==> src/rtl/delay_pipe_stage.sv <==
// One pipeline slot: a valid bit plus WIDTH data bits that advance when the
// downstream chain makes room; data only captures on a valid incoming beat.
module delay_pipe_stage #(
  parameter int WIDTH = 32
) (
  input  logic             clk,
  input  logic             rst_n,
  input  logic             flush,
  input  logic             adv,
  input  logic             prev_vld,
  input  logic [WIDTH-1:0] prev_dat,
  output logic             vld,
  output logic [WIDTH-1:0] dat
);

  always_ff @(posedge clk or negedge rst_n) begin
    if (!rst_n) begin
      vld <= 1'b0;
      dat <= '0;
    end else if (flush) begin
      vld <= 1'b0;
    end else if (adv) begin
      vld <= prev_vld;
      // empty slots keep stale data to avoid needless toggling
      if (prev_vld) dat <= prev_dat;
    end
  end

endmodule

==> src/rtl/delay_pipe.sv <==
// Elastic DEPTH-stage delay line with valid/ready on both sides, bubble
// collapse under backpressure, synchronous flush and a live occupancy count.
module delay_pipe #(
  parameter  int WIDTH = 32,
  parameter  int DEPTH = 10,
  localparam int CNT_W = $clog2(DEPTH + 1)
) (
  input  logic             clk,
  input  logic             rst_n,
  input  logic             flush,
  input  logic [WIDTH-1:0] in_data,
  input  logic             in_valid,
  output logic             in_ready,
  output logic [WIDTH-1:0] out_data,
  output logic             out_valid,
  input  logic             out_ready,
  output logic [CNT_W-1:0] occupancy
);

  logic [DEPTH-1:0]            vld;
  logic [DEPTH-1:0]            adv;
  logic [DEPTH-1:0][WIDTH-1:0] dat;
  logic                        in_xfer;
  logic                        out_xfer;

  // Ready ripples back from the output; any empty slot lets everything behind it move.
  always_comb begin
    adv = '0;
    adv[DEPTH-1] = out_ready | ~vld[DEPTH-1];
    for (int k = DEPTH - 2; k >= 0; k--)
      adv[k] = adv[k+1] | ~vld[k];
  end

  assign in_ready  = adv[0] & ~flush;
  assign in_xfer   = in_valid & in_ready;
  assign out_valid = vld[DEPTH-1];
  assign out_data  = dat[DEPTH-1];
  assign out_xfer  = out_valid & out_ready;

  for (genvar k = 0; k < DEPTH; k++) begin : g_stage
    logic             pv;
    logic [WIDTH-1:0] pd;
    if (k == 0) begin : g_head
      assign pv = in_xfer;
      assign pd = in_data;
    end else begin : g_body
      assign pv = vld[k-1];
      assign pd = dat[k-1];
    end
    delay_pipe_stage #(.WIDTH(WIDTH)) u_stage (
      .clk      (clk),
      .rst_n    (rst_n),
      .flush    (flush),
      .adv      (adv[k]),
      .prev_vld (pv),
      .prev_dat (pd),
      .vld      (vld[k]),
      .dat      (dat[k])
    );
  end

  always_ff @(posedge clk or negedge rst_n) begin
    if (!rst_n)
      occupancy <= '0;
    else if (flush)
      occupancy <= '0;
    else
      occupancy <= occupancy + CNT_W'(in_xfer) - CNT_W'(out_xfer);
  end

endmodule

==> config.mk <==
export PLATFORM = sky130hd
export DESIGN_NAME = delay_pipe
export DESIGN_NICKNAME = d
export VERILOG_FILES = /design/src/rtl/delay_pipe_stage.sv /design/src/rtl/delay_pipe.sv
export SDC_FILE = /design/constraint.sdc
export NUM_CORES = 1
export LEC_CHECK = 0
export CORE_MARGIN = 10
export CORE_UTILIZATION = 26
export DETAILED_ROUTE_END_ITERATION = 10
export GPL_TIMING_DRIVEN = 0
export PLACE_DENSITY = 0.4
export SLEW_MARGIN = 30
export SYNTH_ARGS = -nofsm -noshare
export SYNTH_HDL_FRONTEND = slang
export SYNTH_SLANG_ARGS = --single-unit
==> constraint.sdc <==
create_clock -name clk -period 6.5 [get_ports clk]
set_input_delay 0.65 -clock clk [delete_from_list [all_inputs] [get_ports clk]]
set_output_delay 0.65 -clock clk [all_outputs]
set_load 0.05 [all_outputs]
==> results.rst <==
.. list-table::
   :header-rows: 1

   * - Metric
     - Value
   * - End point of the critical path
     - in_ready
   * - Required @ worst endpoint
     - 5.85 ns
   * - Area of the core region
     - 48850 um2
   * - Finish-stage setup viols
     - 0
   * - Number of global-route vias before repair
     - 6817
   * - Ratio of routed vias to standard cells
     - 3.974
   * - Rows
     - 81
   * - Setup slack after placement
     - 2.450 ns
   * - First-iteration detailed-routing DRC count
     - 226
   * - Buffers inserted during post-CTS setup optimization
     - 0
   * - Most frequent standard cell in the layout excluding fill and tap cells
     - sky130_fd_sc_hd__dfrtp_1
   * - Kind of end point of the critical path
     - primary output
   * - Worst Hold Class
     - flip-flop to flip-flop
   * - Fraction of layout instances using a drive strength above 1
     - 45.57%
   * - Overall via count from detail_route
     - 6224
   * - Maximum achievable frequency
     - 277.3 MHz
   * - Minimum setup slack among reg-to-reg paths
     - 3.40 ns
   * - Detailed-routing iteration count for the pre-antenna-repair pass
     - 4
   * - Fraction of synthesized cell area taken by the top area cell type
     - 65.08%
   * - Highest-utilization routing layer at the global route stage
     - met2
   * - Clock sink count
     - 334
   * - Overall die area
     - 58680 um2
   * - Sequential cell fraction of total power
     - 48.4%
   * - Area of the mapped netlist
     - 12840 um2
   * - Worst setup startpoint
     - flush
   * - Clock-pin slew reported for the worst setup and hold paths after clock tree synthesis
     - 0.06 ns
   * - Number of flops mapped to enable cells by yosys
     - 0
   * - Worst-Skew Late Latency
     - 0.53 ns
   * - Combinational Power Share
     - 8.8%
   * - IO Pins
     - 75
   * - Number of remaining DRC errors
     - 0
   * - Part of the power in the clock network
     - 42.7%
   * - RSZ-0062 raised after global routing
     - false
   * - Count of max-cap constraint violations
     - 0
   * - Number of buffers on the longest clock path
     - 3
   * - Final worst path period need
     - 3.606 ns
   * - Final hold violations
     - 0
   * - Fraction of power spent switching nets
     - 21.80%
   * - Internal portion of total power
     - 4.032 mW
   * - Final Core Density
     - 32.45%
   * - Post-synthesis sequential element count
     - 334
   * - Post-route fraction of the period consumed by the critical path
     - 55.48%
   * - Final Hold Slack
     - 0.4760 ns
   * - Global-route wire length before repair
     - 40440 um
   * - Sequential-to-total area share from yosys stat
     - 65.08%
   * - Leak
     - 7.585 nW
   * - Share of synthesized flip-flops with an asynchronous set or reset
     - 100.0%
   * - Power density cells
     - 325.3 nW/um2
   * - Total number of nets in the final design
     - 916
   * - Buffers added on ports
     - 74
   * - Global-route usage over all layers
     - 8.562%
   * - Width of the die
     - 242.2 um
   * - Area growth syn-to-layout
     - 23.42%
   * - Final Max Slew Viols
     - 0
   * - Min-delay src
     - g_stage[7].u_stage.dat[28]
   * - Fin worst setup slack
     - 2.894 ns
   * - Ys flop type
     - sky130_fd_sc_hd__dfrtp_1
   * - Number of cell instances on the worst register-to-register path
     - 11
   * - Worst rel slew slack
     - 43.33%
   * - Routed len/inst
     - 15.35 um
   * - Critical path startpoint category
     - input port
   * - Maximum VDD drop
     - 140.1 uV
   * - Clock tree from TritonCTS
     - done
   * - Layout filler cell count
     - 4853
   * - Syn nets
     - 796
   * - Per-instance average area after synthesis
     - 17.03 um2
   * - Htree depth
     - 2
   * - Antenna violations before repair
     - 1
   * - RR Startpoint
     - g_stage[8].u_stage.vld
   * - Total of warnings raised by yosys
     - 0
   * - Most used cells in the layout excluding fill and tap cells
     - sky130_fd_sc_hd__dfrtp_1, sky130_fd_sc_hd__mux2_2, sky130_fd_sc_hd__clkdlybuf4s50_1
   * - Number of instances in the synthesized netlist
     - 754
   * - Switching power summed over all nets
     - 1.124 mW
   * - Detailed placer's ending HPWL
     - 15980 um
   * - Die height
     - 242.2 um
   * - Gr ovfl total
     - 0
   * - Area leader, netlist
     - sky130_fd_sc_hd__dfrtp_1
   * - Antenna diode count
     - 0
   * - RR Endpoint
     - occupancy[2]
   * - Critical Path AT
     - 2.96 ns
   * - Starting density of the core
     - 26.29%
   * - Final ANT Viol Nets
     - 0
   * - Top area cells in the synthesized netlist
     - sky130_fd_sc_hd__dfrtp_1, sky130_fd_sc_hd__mux2_2, sky130_fd_sc_hd__mux2_4
   * - Largest net degree at the start of global routing
     - 83
   * - Outcome
     - finished clean
   * - Met2 Usage GRT
     - 13.15%
   * - Root buf cell
     - sky130_fd_sc_hd__clkbuf_16
   * - Global-route track usage on met1
     - 11.08%
   * - Fin Clk Skew
     - 0.01235 ns
   * - Number of distinct standard cells referenced by the synthesized netlist
     - 30
   * - GRT met3 Usage
     - 2.326%
   * - Routed wire length
     - 24040 um
   * - Final weighted congestion in routability-driven placement
     - 0.6816
   * - Tightest Pin Transition
     - 0.8501 ns
   * - Number of CTS-inserted buffers
     - 39
   * - Crit Path Max Fanout
     - 10
   * - Crit Path Category
     - input port to primary output
==> state kept, by name, indices dropped and copies added, names as in the netlist <==
signal / cells
g_stage.u_stage.dat: 320
g_stage.u_stage.vld: 10
occupancy: 4
==> timing repair <==
item	4_1_cts	5_1_grt
hold endpoints to repair	13	0
gates resized for setup	0	0
setup endpoints to repair	0	0
hold buffers	1	0
==> cells by family after synthesis <==
group,count (synthesis),share of synthesized area [%]
adders and majority gates,5,0.5456
muxes,320,29.81
and+or+nand+nor,42,2.104
AOI/OAI and AO/OA,8,0.4189
buffers and inverters,42,1.832
DFF,334,65.08
xor gates and xnor gates,3,0.2046
==> critical path, stage by stage <==
cell                              delay [ns]
sky130_fd_sc_hd__clkdlybuf4s50_1        0.65
sky130_fd_sc_hd__buf_2                  0.31
sky130_fd_sc_hd__clkbuf_1               0.43
sky130_fd_sc_hd__nor2_1                 0.17
sky130_fd_sc_hd__clkdlybuf4s50_1        0.74
==> Yosys cell counts (2+ instances only) <==
| library cell | count |
|---|---|
| sky130_fd_sc_hd__mux2_2 | 246 |
| sky130_fd_sc_hd__xnor2_1 | 2 |
| sky130_fd_sc_hd__nor2_1 | 19 |
| sky130_fd_sc_hd__a21oi_1 | 5 |
| sky130_fd_sc_hd__nor3b_2 | 4 |
| sky130_fd_sc_hd__buf_6 | 6 |
| sky130_fd_sc_hd__mux2_1 | 14 |
| sky130_fd_sc_hd__or3b_1 | 2 |
| sky130_fd_sc_hd__nand3b_1 | 2 |
| sky130_fd_sc_hd__nor2b_1 | 3 |
| sky130_fd_sc_hd__clkbuf_1 | 2 |
| sky130_fd_sc_hd__nor3_1 | 2 |
| sky130_fd_sc_hd__ha_1 | 4 |
| sky130_fd_sc_hd__buf_2 | 26 |
| sky130_fd_sc_hd__mux2_4 | 60 |
| sky130_fd_sc_hd__inv_1 | 8 |
| sky130_fd_sc_hd__nand4_1 | 3 |
| sky130_fd_sc_hd__dfrtp_1 | 334 |
==> area by class of cell <==
cell class / count / area [um2] / area share (%)
clock inverter: 8 / 90.09 / 0.5684
inverter: 8 / 30.03 / 0.1895
buffer: 34 / 205.2 / 1.295
sequential: 334 / 8358 / 52.73
clock buffer: 61 / 1221 / 7.704
multi-input combinational: 378 / 4249 / 26.81
tap: 664 / 830.8 / 5.242
timing repair buffer: 79 / 865.8 / 5.463
==> worst min-delay path by stage <==
stage,slack (ns),end,depth (start not counted)
finish,0.48,g_stage[8].u_stage.dat[28],1
global route,0.50,g_stage[2].u_stage.dat[23],1
CTS,0.48,g_stage[8].u_stage.dat[28],1
detailed placement,0.47,g_stage[8].u_stage.dat[28],1
global placement,0.47,g_stage[2].u_stage.dat[30],1
floorplan,0.35,g_stage[0].u_stage.dat[0],0
==> stage by stage <==
step | setup TNS (ns) | power, mW | cell area (um2) | cells
after floorplan | 0 | 2.835 | 12840 | 754
after global placement | -3578.52 | 2.985 | 14410 | 1492
after detailed placement | 0 | 3.004 | 14530 | 1496
after CTS | 0 | 5.274 | 15850 | 1566
after global routing | 0 | 5.427 | 15850 | 1566
final | 0 | 5.155 | 15850 | 1566
==> metal layers <==
| layer | vias to the layer above | share of wire (%) |
|---|---|---|
| met3 | 42 | 5.1 |
| met5 | - | 0.054 |
| met4 | 2 | 2.8 |
| met2 | 94 | 46 |
| met1 | 3165 | 46 |
| li1 | 2921 | - |
==> power by group through the flow <==
| stage | sequential, mW | clock (mW) | combinational, mW |
|---|---|---|---|
| 2_1_floorplan | 2.49 | 0 | 0.341 |
| 3_3_place_gp | 2.54 | 0 | 0.446 |
| 3_5_place_dp | 2.54 | 0 | 0.466 |
| 4_1_cts | 2.50 | 2.31 | 0.468 |
| 5_1_grt | 2.54 | 2.38 | 0.502 |
| 6_report | 2.50 | 2.20 | 0.456 |
Note: power is estimated with default switching activity, not from simulation.
